===== src/rtl/switch_debounce_pkg.sv =====
// ---------------------------------------------------------------------------
// switch_pkg : shared constants and types for the switch debounce slice
// Rev 1.0
// ---------------------------------------------------------------------------
`default_nettype none

package switch_pkg;
  localparam int NUM_SW           = 4;
  localparam int DEBOUNCE_DEFAULT = 50000;
  localparam int CNT_W_DEFAULT    = 16;

  typedef logic [NUM_SW-1:0] sw_vec_t;
endpackage

`default_nettype wire


===== src/rtl/switch_debounce_if.sv =====
// ---------------------------------------------------------------------------
// switch_debounce_if : raw switch inputs and conditioned A-D levels
// Optional pulses under DEBOUNCE_PULSE_EN.  Rev 1.0
// ---------------------------------------------------------------------------
`default_nettype none

interface switch_debounce_if;
  import switch_pkg::*;

  sw_vec_t sw_raw;
  logic    A;
  logic    B;
  logic    C;
  logic    D;
`ifdef DEBOUNCE_PULSE_EN
  sw_vec_t rise;
  sw_vec_t fall;
`endif

  modport master (
    output sw_raw,
    input  A, B, C, D
`ifdef DEBOUNCE_PULSE_EN
    , input rise, fall
`endif
  );

  modport slave (
    input  sw_raw,
    output A, B, C, D
`ifdef DEBOUNCE_PULSE_EN
    , output rise, fall
`endif
  );
endinterface

`default_nettype wire


===== src/rtl/switch_debounce_bit.sv =====
// ---------------------------------------------------------------------------
// debounce_bit : one channel - 2-flop synchroniser, stability counter, level
// Edge pulses present only with DEBOUNCE_PULSE_EN.  Rev 1.0
// ---------------------------------------------------------------------------
`default_nettype none

module debounce_bit #(
  parameter int DEBOUNCE_CYCLES = 50000,
  parameter int CNT_W           = 16
) (
  input  wire logic clk,
  input  wire logic rst_n,
  input  wire logic i_raw,
  output logic      o_q
`ifdef DEBOUNCE_PULSE_EN
  ,
  output logic      o_rise,
  output logic      o_fall
`endif
);

  logic             r_s1;
  logic             r_s2;
  logic             r_q;
  logic [CNT_W-1:0] r_cnt;
  logic             w_cnt_last;

  assign w_cnt_last = (r_cnt == CNT_W'(DEBOUNCE_CYCLES - 1));

  always_ff @(posedge clk) begin
    if (!rst_n) begin
      r_s1  <= 1'b0;
      r_s2  <= 1'b0;
      r_q   <= 1'b0;
      r_cnt <= '0;
    end else begin
      r_s1 <= i_raw;
      r_s2 <= r_s1;
      // Any agreement with the held level restarts the stability window.
      if (r_s2 == r_q) begin
        r_cnt <= '0;
      end else if (w_cnt_last) begin
        r_q   <= r_s2;
        r_cnt <= '0;
      end else begin
        r_cnt <= r_cnt + 1'b1;
      end
    end
  end

  assign o_q = r_q;

`ifdef DEBOUNCE_PULSE_EN
  logic r_q_d;

  always_ff @(posedge clk) begin
    if (!rst_n) begin
      r_q_d <= 1'b0;
    end else begin
      r_q_d <= r_q;
    end
  end

  assign o_rise = r_q & ~r_q_d;
  assign o_fall = ~r_q & r_q_d;
`endif

endmodule

`default_nettype wire


===== src/rtl/switch_debounce.sv =====
// ---------------------------------------------------------------------------
// switch_debounce : four independent debounce channels driving A-D
// Optional rise/fall pulses with DEBOUNCE_PULSE_EN.  Rev 1.0
// ---------------------------------------------------------------------------
`default_nettype none

module switch_debounce
  import switch_pkg::*;
#(
  parameter int DEBOUNCE_CYCLES = DEBOUNCE_DEFAULT,
  parameter int CNT_W           = CNT_W_DEFAULT
) (
  input  wire logic         clk,
  input  wire logic         rst_n,
  switch_debounce_if.slave  bus
);

  sw_vec_t w_q;
`ifdef DEBOUNCE_PULSE_EN
  sw_vec_t w_rise;
  sw_vec_t w_fall;
`endif

  generate
    for (genvar i = 0; i < NUM_SW; i++) begin : g_ch
      debounce_bit #(
        .DEBOUNCE_CYCLES (DEBOUNCE_CYCLES),
        .CNT_W           (CNT_W)
      ) u_bit (
        .clk    (clk),
        .rst_n  (rst_n),
        .i_raw  (bus.sw_raw[i]),
        .o_q    (w_q[i])
`ifdef DEBOUNCE_PULSE_EN
        ,
        .o_rise (w_rise[i]),
        .o_fall (w_fall[i])
`endif
      );
    end
  endgenerate

  assign bus.A = w_q[0];
  assign bus.B = w_q[1];
  assign bus.C = w_q[2];
  assign bus.D = w_q[3];

`ifdef DEBOUNCE_PULSE_EN
  assign bus.rise = w_rise;
  assign bus.fall = w_fall;
`endif

endmodule

`default_nettype wire


===== src/flat_wrapper.sv =====
// flat-port wrapper written by rule: the top's interface ports become plain ports
module switch_debounce_flat import switch_pkg::*;
#(
  parameter int DEBOUNCE_CYCLES = DEBOUNCE_DEFAULT,
  parameter int CNT_W           = CNT_W_DEFAULT
)
  (clk, rst_n, bus_sw_raw, bus_A, bus_B, bus_C, bus_D);
  switch_debounce_if bus_i ();
  input  wire logic clk;
  input  wire logic rst_n;
  input wire logic [$bits(bus_i.sw_raw)-1:0] bus_sw_raw;
  output wire logic [$bits(bus_i.A)-1:0] bus_A;
  output wire logic [$bits(bus_i.B)-1:0] bus_B;
  output wire logic [$bits(bus_i.C)-1:0] bus_C;
  output wire logic [$bits(bus_i.D)-1:0] bus_D;
  assign bus_i.sw_raw = bus_sw_raw;
  assign bus_A = bus_i.A;
  assign bus_B = bus_i.B;
  assign bus_C = bus_i.C;
  assign bus_D = bus_i.D;
  switch_debounce #(.DEBOUNCE_CYCLES(DEBOUNCE_CYCLES), .CNT_W(CNT_W)) u_core (.clk(clk), .rst_n(rst_n), .bus(bus_i));
endmodule

===== config.mk =====
export PLATFORM = sky130hd
export DESIGN_NAME = switch_debounce_flat
export DESIGN_NICKNAME = d
export VERILOG_FILES = /design/src/rtl/switch_debounce_pkg.sv /design/src/rtl/switch_debounce_if.sv /design/src/rtl/switch_debounce_bit.sv /design/src/rtl/switch_debounce.sv /design/src/flat_wrapper.sv
export SDC_FILE = /design/constraint.sdc
export NUM_CORES = 1
export LEC_CHECK = 0
export ABC_AREA = 1
export CAP_MARGIN = 20
export CORE_MARGIN = 2
export CORE_UTILIZATION = 35
export CTS_BUF_LIST = sky130_fd_sc_hd__clkbuf_4
export DETAILED_ROUTE_END_ITERATION = 7
export PLACE_DENSITY_LB_ADDON = 0.05
export RECOVER_POWER = 50
export SETUP_SLACK_MARGIN = 0.5
export SYNTH_ARGS = -nofsm -noshare
export SYNTH_HDL_FRONTEND = slang
export SYNTH_SLANG_ARGS = --single-unit

===== constraint.sdc =====
create_clock -name clk -period 3.09 [get_ports clk]
set_clock_uncertainty 0.2 [all_clocks]
set_input_delay 0.309 -clock clk [delete_from_list [all_inputs] [get_ports clk]]
set_output_delay 0.309 -clock clk [all_outputs]
set_load 0.01 [all_outputs]

==> impl_metrics.tcl, run 1 <==
set metrics [dict create \
    status "complete, no violations" \
    num_io_pins 10 \
    num_antenna_cells 0 \
    critPathLaunch "u_core.g_ch[1].u_bit.r_cnt[0]" \
    worstRegToRegCells 6 \
    worstPathArrival_ns 2.17 \
    drive_above_1_share_pct 8.088 \
    end_kind "flop" \
    firstDrtPassIters 4 \
    r2r_slack_ns 0.99 \
    hold_viol_final 0 \
    cp.required_ns 3.16 \
    relSlewSlack_pct 51.02 \
    wl_per_cell_um 10.56 \
    r2r_start "u_core.g_ch[1].u_bit.r_cnt[0]" \
    grt_max_degree 17 \
    numPortBuffers 9 \
    setup_ws_ns 0.9894 \
    drtAntennaViolNets 0 \
    finalCoreUtilization_pct 38.73 \
    drc 0 \
    clk_pin_slew_ns 0.13 \
    grt_pass1_vias 2828 \
    crit_fanout 15 \
    post-cts-setup-buffers 0 \
    die_y_um 106.9 \
    antenna_found_initial 0 \
    synth_seq_area_share_pct 41.03 \
    synth_nets 534 \
    area_growth_pct 7.827 \
    dp_slack_ns 0.9393 \
    grt_util_all_layers_pct 13.96 \
    ys.flop_type "dfxtp_1" \
    hold_depth 2 \
    core_area_um2 10320 \
    grt_pass1_wl_mm 12.87 \
    syn_area_per_cell_um2 7.077 \
    final_cells 680 \
    fmax_mhz 476.1 \
    fin_setup_tns_ns 0 \
    slew_viol_final 0 \
    ir_drop_mv 0.1442 \
    clock_latency_ns 0.42 \
    placedCellCount 664 \
    gp_congestion 0.7579 \
    cap_violations 0 \
    min_path_type "reg2reg" \
    netlist_area_um2 3709 \
    cellPowerDensity_nw_per_um2 405.5 \
    h-tree-depth 3 \
    via_per_inst 4.468 \
    rows 37 \
    r2r_end "u_core.g_ch[1].u_bit.r_cnt[11]" \
    ys_seq_elements 76 \
    dpl.hpwl_mm 5.341 \
    path_class "reg2reg" \
    layout.nets 549 \
    die_w_um 106.9 \
    synthCells 524 \
    finalCriticalPeriod_ns 2.101 \
    nFillCells 1126 \
    setup_viol 0 \
    cts_resized 0 \
    cts.sinks 76 \
    synth_cell_types 25 \
    hold_start "u_core.g_ch[1].u_bit.r_s1" \
    rsz0062_at_grt "false" \
    p_leak_nw 1.289 \
    wl_mm 7.182 \
    crit_path_start_kind "flop" \
    tritoncts "yes" \
    cts_root_buf "clkbuf_4" \
    fin_hold_ws_ns 0.2165 \
    overflow 0 \
    async_flop_share_pct 0 \
    yosysWarnings 0 \
    hold_end "u_core.g_ch[1].u_bit.r_s2" \
    tightest_slew_ns 0.7329 \
    cts_buffer_depth 2 \
    hold_buffers 0 \
    drt_iter0_markers 100 \
    start_util_pct 35.92 \
    via_count 3038 \
    numCtsBuffers 9 \
    finalCritPeriodShare_pct 67.98 \
    die_area_um2 11440 \
    synth_edf_count 0 \
]
-- cells in the final DEF, fill, tap and decap left out, types with 9 or more instances in the layout --
master	instances
nor2_1	96
a21oi_1	28
clkbuf_4	9
nand2_1	126
inv_1	64
nand3_1	36
dfxtp_1	76
nand4_1	18
xnor2_1	14
nor2_2	20
xor2_1	13
-- worst max-delay path by stage --
stage / cells after the start / to / slack, ns
after floorplan: 7 / u_core.g_ch[1].u_bit.r_cnt[10] / 1.57
after global placement: 5 / u_core.g_ch[1].u_bit.r_cnt[14] / 0.99
after detailed placement: 5 / u_core.g_ch[1].u_bit.r_cnt[11] / 0.94
after CTS: 1 / bus_D / 1.14
after global routing: 5 / u_core.g_ch[1].u_bit.r_cnt[14] / 0.77
final: 6 / u_core.g_ch[1].u_bit.r_cnt[11] / 0.99
-- critical path: stages, from the launching register on --
cell and delay [ns]:
dfxtp_1 0.39, ha_1 0.24, nand3_1 0.15, nor2_1 0.27
nand2_2 0.09, nand2_1 0.53, a21oi_1 0.08
-- synth_stat cells, types with 3 or more instances --
library cell  instances  area (um^2)
nor2_1               93        349.1
o21bai_1              3        22.52
ha_1                  4        50.05
o21ai_0               6        30.03
nand4_1              18        112.6
dfxtp_1              76         1521
nand2_1             123        461.7
xnor2_1              14        122.6
or2_0                 3        18.77
nor2_4                3        33.78
nand3_1              35        175.2
nor2_2               22        137.6
a21oi_1              27        135.1
inv_1                64        240.2
xor2_1               13        113.9
nand2_2               5        31.28
-- final cells by class --
type	instances	area (um^2)	share of cell area, %
Multi-Input combinational cell	379	1842	46.06
Sequential cell	76	1521	38.05
Inverter	64	240.2	6.007
Tap cell	136	170.2	4.255
Timing Repair Buffer	9	90.09	2.253
Clock buffer	9	67.56	1.690
Clock inverter	7	67.56	1.690
-- through the flow --
stage	instance area (um^2)	total power, mW
2_1_floorplan	3709	1.032
3_3_place_gp	3902	1.041
3_5_place_dp	3902	1.041
4_1_cts	4038	1.655
5_1_grt	3999	1.693
6_report	3999	1.622
-- where the power goes --
part / switching [mW] / total, mW / internal (mW)
Clock: 0.362 / 0.605 / 0.242
Combinational: 0.0172 / 0.0280 / 0.0108
Sequential: 0.00285 / 0.989 / 0.986
-- flip-flops by register name (all words and copies together) (netlist names) --
register                 count
u_core.g_ch.u_bit.r_cnt     64
u_core.g_ch.u_bit.o_q        4
u_core.g_ch.u_bit.r_s2       4
u_core.g_ch.u_bit.r_s1       4
-- layer usage --
metal	vias to the layer above	global-route usage (%)	share of wire, %
met4	0	5.844	1.5
met5	-	0	0
met1	1340	19.74	53
met3	9	2.432	1.5
met2	15	20.93	44
li1	1674	-	-
-- cells by family after synthesis --
kind of cell / count (synthesis) / synth area share, %
adder cells (fa/ha/maj): 4 / 1.350
XOR/XNOR: 27 / 6.377
buffers and inverters: 69 / 8.266
AO/OA/AOI/OAI: 39 / 5.668
flip-flops: 76 / 41.03
AND/OR/NAND/NOR: 309 / 37.31
(Power assumes the default switching activity.)
==> inputs of run 2 (changes only) <==
Clock period 3.09 ns to 2.1 ns, I/O delays scaled along.
==> run 2 against run 1 <==
  * First-iteration DRC count grew 56%
  * Via count grew 3.9%
  * Clock power rose by 49%
  * Flip-flop and latch count did not move
  * Largest power group unchanged
  * Critical path depth is the same
  * Final area is 6.2% higher
  * Fmax rose by 20%
  * Hold slack worse by 0.12 ns
  * Largest cell class unchanged
  * Register-to-register slack worse by 0.64 ns
  * Wire length is 10% higher
  * Critical path type unchanged
  * Core utilization increased by 2.4 points
==> impl_metrics.tcl, run 2 (synthesis results as in run 1) <==
set metrics [dict create \
    multiInputGateArea_um2 2029 \
    core_area_um2 10320 \
    num_io_pins 10 \
    drc 0 \
    rsz0062_at_grt "true" \
    drive_above_1_share_pct 14.62 \
    finalCritPeriodShare_pct 83.27 \
    clk_pin_slew_ns 0.13 \
    die_area_um2 11440 \
    ir_drop_mv 0.2761 \
    r2r_end "u_core.g_ch[0].u_bit.r_cnt[14]" \
    crit_path_start_kind "flop" \
    cap_violations 0 \
    clock_latency_ns 0.42 \
    die_y_um 106.9 \
    cellPowerDensity_nw_per_um2 566.9 \
    slowest_stage "dfxtp_1" \
    largest_reg_flops 64 \
    drt_iter0_markers 156 \
    antenna_found_initial 0 \
    layout.nets 560 \
    finalCriticalPeriod_ns 1.749 \
    final_common_cell "nand2_1" \
    wl_per_cell_um 11.47 \
    overflow 0 \
    h-tree-depth 3 \
    numPortBuffers 9 \
    final_cell_mix "nand2_1, nor2_1, dfxtp_1, inv_1, nand3_1" \
    cp_slowest_stage_delay_ns 0.39 \
    die_w_um 106.9 \
    tritoncts "yes" \
    min_path_type "in2reg" \
    dpl.hpwl_mm 5.355 \
    grt_util_all_layers_pct 14.63 \
    numCtsBuffers 9 \
    wl_mm 7.912 \
    finalCoreUtilization_pct 41.12 \
    status "complete, no violations" \
    tightest_slew_ns 0.5729 \
    cts_root_buf "clkbuf_4" \
    drtAntennaViolNets 0 \
    grt_pass1_vias 2905 \
    hold_end "u_core.g_ch[3].u_bit.r_s1" \
    grt_max_degree 16 \
    firstDrtPassIters 4 \
    regMostFlops "u_core.g_ch.u_bit.r_cnt" \
    end_kind "flop" \
    r2r_start "u_core.g_ch[0].u_bit.r_cnt[1]" \
    cts.sinks 76 \
    cp.required_ns 2.21 \
    via_per_inst 4.572 \
    area_growth_pct 14.47 \
    worstRegToRegCells 6 \
    total_power_mw 2.407 \
    start_util_pct 35.92 \
    via_count 3155 \
    placedCellCount 665 \
    setup_viol 0 \
    crit_path_cell_trace "ha_4 > nand3_2 > nor2_4 > nand3_1 > nand2_8 > a21oi_1" \
    worstPathArrival_ns 1.85 \
    gp_congestion 0.7813 \
    crit_fanout 8 \
    fin_setup_tns_ns 0 \
    hold_start "bus_sw_raw[3]" \
    rows 37 \
    hold_viol_final 0 \
    grt_pass1_wl_mm 13.36 \
    final_cells 690 \
    fmax_mhz 571.9 \
    nFillCells 1084 \
    r2r_slack_ns 0.35 \
    slew_viol_final 0 \
    hold_depth 3 \
    p_leak_nw 1.355 \
    seqCellArea_um2 1530 \
    path_class "reg2reg" \
    relSlewSlack_pct 61.81 \
    cts_buffer_depth 2 \
    num_antenna_cells 0 \
]
[run 2: changes by cell type in the layout (fill, tap and decap cells not counted), moves of 3 or more]
cell | before | now
clkdlybuf4s50_1 | 8 | 4
buf_4 | 0 | 7
dfxtp_2 | 0 | 7
nand3_1 | 36 | 32
nor2_1 | 96 | 87
nand2_4 | 0 | 3
nor2_4 | 2 | 6
dlygate4sd2_1 | 0 | 4
ha_1 | 4 | 0
ha_4 | 0 | 3
nor2_2 | 20 | 25
dfxtp_1 | 76 | 69
[run 2: stage by stage]
stage / hold WS [ns] / worst slack, ns / area, um^2
2_1_floorplan: 0.1076 / 0.5753 / 3709
3_3_place_gp: 0.1925 / 0.4153 / 3910
3_5_place_dp: 0.2011 / 0.4182 / 3910
4_1_cts: 0.07111 / 0.5019 / 4161
5_1_grt: 0.08815 / 0.2467 / 4245
6_report: 0.1002 / 0.3513 / 4245
[run 2: power by group]
| group | switching, mW | internal (mW) | leakage [nW] |
|---|---|---|---|
| Combinational | 0.0294 | 0.0187 | 0.664 |
| Clock | 0.518 | 0.385 | 0.0729 |
| Sequential | 0.00534 | 1.45 | 0.617 |
| Total | 0.553 | 1.85 | 1.35 |
[run 2: per-layer routing]
metal  track usage, %  vias to the layer above  share of wire (%)
met4            5.009                        0                1.3
met1            19.47                     1400                 50
li1                 -                     1698                  -
met2            23.52                       49                 46
met5                0                        -                  0
met3            3.100                        8                3.0
[run 2: area by class of cell]
cell class	count	area share, %
Clock buffer	11	1.945
Clock inverter	4	1.208
Inverter	64	5.659
Multi-Input combinational cell	382	47.80
Sequential cell	76	36.04
Tap cell	136	4.008
Timing Repair Buffer	17	3.330
[run 2: how the worst max path moves through the flow]
| stage | endpoint | start | slack (ns) |
|---|---|---|---|
| 2_1_floorplan | u_core.g_ch[1].u_bit.r_cnt[10] | u_core.g_ch[1].u_bit.r_cnt[0] | 0.58 |
| 4_1_cts | u_core.g_ch[0].u_bit.r_cnt[9] | u_core.g_ch[0].u_bit.r_cnt[0] | 0.50 |
| 3_3_place_gp | u_core.g_ch[2].u_bit.r_cnt[7] | rst_n | 0.42 |
| 5_1_grt | u_core.g_ch[3].u_bit.r_cnt[0] | u_core.g_ch[3].u_bit.r_cnt[0] | 0.25 |
| 3_5_place_dp | u_core.g_ch[2].u_bit.r_cnt[8] | u_core.g_ch[2].u_bit.r_cnt[0] | 0.42 |
| 6_report | u_core.g_ch[0].u_bit.r_cnt[14] | u_core.g_ch[0].u_bit.r_cnt[1] | 0.35 |
[run 2: worst max-delay path, delay by kind of cell, from the launching register on]
kind                     cells  cell delay [ns]
AO/OA/AOI/OAI                1             0.06
adder cells (fa/ha/maj)      1             0.17
flip-flops                   1             0.39
AND/OR/NAND/NOR              4             0.82
[run 2: timing repair]
action,in CTS,in global routing
resized for setup,24,28
hold buffers,0,0
setup endpoints to repair,68,59
cloned,3,0
pin swaps,6,6
buffers inserted,3,4
==> inputs of run 3 (changes only) <==
Clock period 2.1 ns to 1.45 ns, I/O delays scaled along.
==> run 3 against run 2 <==
  * The flow now finishes with violations (setup timing)
  * Global-route usage is 1.7 points higher
  * First-iteration DRC count shrank 36%
  * Register-to-register slack worse by 0.38 ns
  * Fmax up 18%
  * Non-clock buffer count increased by 70
  * Flip-flop and latch count stayed put
  * Via count grew 12%
  * Hold slack lost 0.068 ns
==> impl_metrics.tcl, run 3 (synthesis results as in run 1) <==
set metrics [dict create \
    status "finished with violations" \
    violations "setup timing" \
    rsz0062_at_grt "true" \
    antenna_found_initial 0 \
    final_cell_mix "nand2_1, inv_1, buf_4, nor2_1, nor2_2" \
    relSlewSlack_pct 80.67 \
    cts_buffer_depth 2 \
    p_clk_share_pct 43.1 \
    crit_buf_inv 2 \
    drt_iter0_markers 100 \
    r2r_slack_ns -0.03 \
    numCtsBuffers 9 \
    wl_mm 8.954 \
    largest_reg_flops 64 \
    hold_buffers 0 \
    num_io_pins 10 \
    die_y_um 106.9 \
    tritoncts "yes" \
    ir_drop_mv 0.3971 \
    path_depth 7 \
    fin_area_um2 5527 \
    cp_slowest_stage_delay_ns 0.40 \
    h-tree-depth 3 \
    path_class "reg2reg" \
    fmax_mhz 674.3 \
    firstDrtPassIters 4 \
    critPathLaunch "u_core.g_ch[1].u_bit.r_cnt[0]" \
    via_per_inst 4.636 \
    endpoint "u_core.g_ch[1].u_bit.r_cnt[6]" \
    num_antenna_cells 0 \
    worstRegToRegCells 7 \
    final_common_cell "nand2_1" \
    regMostFlops "u_core.g_ch.u_bit.r_cnt" \
    rows 37 \
    crit_fanout 5 \
    cap_violations 0 \
    r2r_start "u_core.g_ch[1].u_bit.r_cnt[0]" \
    worstPathArrival_ns 1.62 \
    drive_above_1_share_pct 44.09 \
    drtAntennaViolNets 0 \
    crit_path_start_kind "flop" \
    gp_congestion 0.8347 \
    clk_pin_slew_ns 0.13 \
    die_w_um 106.9 \
    combPwrFrac_pct 2.7 \
    hold_viol_final 0 \
    finalCoreUtilization_pct 53.53 \
    swShare_pct 22.13 \
    finalCriticalPeriod_ns 1.483 \
    cp.required_ns 1.58 \
    end_kind "flop" \
    overflow 0 \
    final_cells 762 \
    setup_ws_ns -0.03306 \
    grt_max_degree 16 \
    tightest_slew_ns 0.2892 \
    dp_slack_ns -0.2509 \
    cts_root_buf "clkbuf_4" \
    setup_viol 20 \
    crit_path_cell_trace "ha_4 > nand3_4 > nor2_4 > buf_4 > buf_6 > xnor2_2 > nor2_2" \
    total_power_mw 3.865 \
    placed_area_um2 4443 \
    via_count 3533 \
    dpl.hpwl_mm 5.812 \
    intPower_mw 3.010 \
    drc 0 \
    cellPowerDensity_nw_per_um2 699.4 \
    power.switching_mw 0.8555 \
    numPortBuffers 9 \
    area_growth_pct 49.02 \
    min_path_type "in2reg" \
    cts.sinks 76 \
    core_area_um2 10320 \
    die_area_um2 11440 \
    grt_pass1_vias 3426 \
    placedCellCount 713 \
    fin_setup_tns_ns -0.2081 \
    fin_hold_ws_ns 0.03179 \
    start_util_pct 35.92 \
    slowest_stage "dfxtp_4" \
    r2r_end "u_core.g_ch[1].u_bit.r_cnt[6]" \
    layout.nets 631 \
    grt_pass1_wl_mm 15.01 \
    cpLargestDelayFamily "flip-flops" \
    finalCritPeriodShare_pct 102.3 \
    seq_power_share_pct 54.2 \
    nFillCells 1013 \
    clock_latency_ns 0.43 \
    wl_per_cell_um 11.75 \
    p_leak_nw 1.864 \
    grt_util_all_layers_pct 16.35 \
    slew_viol_final 0 \
]
## run 3: cell count changes in the layout (fill, tap and decap cells not counted), sizes merged
| cell | delta |
|---|---|
| buf | +75 |
| bufinv | +2 |
| clkbuf | -2 |
| clkdlybuf4s50 | +1 |
| clkinv | +1 |
| clkinvlp | -1 |
| dlygate4sd2 | -4 |
| dlygate4sd3 | -1 |
| nand2 | +1 |
## run 3: final cells by class
type                            count  area (um^2)  area share [%]
Tap cell                          136        170.2           3.079
Inverter                           64        242.7           4.392
Timing Repair Buffer               87        748.2           13.54
Multi-Input combinational cell    383         2595           46.95
Sequential cell                    76         1593           28.82
Clock inverter                      6        102.6           1.856
Clock buffer                       10        75.07           1.358
## run 3: repair_timing
item                       4_1_cts  5_1_grt
resized for setup              127       76
setup endpoints to repair       72       72
hold endpoints to repair         0        0
gates cloned                     3        1
pin swaps                       41       32
buffers inserted                20        9
## run 3: worst min path at each step
stage,end,cells past startpoint,startpoint,slack (ns)
2_1_floorplan,u_core.g_ch[0].u_bit.r_s1,2,bus_sw_raw[0],0.04
3_3_place_gp,u_core.g_ch[1].u_bit.r_s2,2,u_core.g_ch[1].u_bit.r_s1,0.19
3_5_place_dp,u_core.g_ch[1].u_bit.r_s2,2,u_core.g_ch[1].u_bit.r_s1,0.20
4_1_cts,u_core.g_ch[0].u_bit.r_s1,3,bus_sw_raw[0],0.008
5_1_grt,u_core.g_ch[0].u_bit.r_s1,3,bus_sw_raw[0],0.02
6_report,u_core.g_ch[0].u_bit.r_s1,3,bus_sw_raw[0],0.03
## run 3: layer usage
layer	routed length, um	part of all wire [%]	vias up	track usage (%)
li1	-	-	1851	-
met1	4297	48	1643	21.54
met2	4324	48	26	26.71
met5	0	0	-	0
met3	182	2.0	13	2.371
met4	150	1.7	0	6.957
## run 3: power groups by stage
stage	sequential [mW]	clock, mW	combinational [mW]
floorplan	2.16	0	0.0483
detailed placement	2.16	0	0.0683
CTS	2.10	1.71	0.0933
finish	2.09	1.67	0.106
global placement	2.16	0	0.0677
global route	2.10	1.82	0.116
## run 3: tightest hold or removal path, delay by kind of cell
| family | cells | cell delay (ns) |
|---|---|---|
| buf+inv | 2 | 0.42 |
| simple gates | 1 | 0.06 |
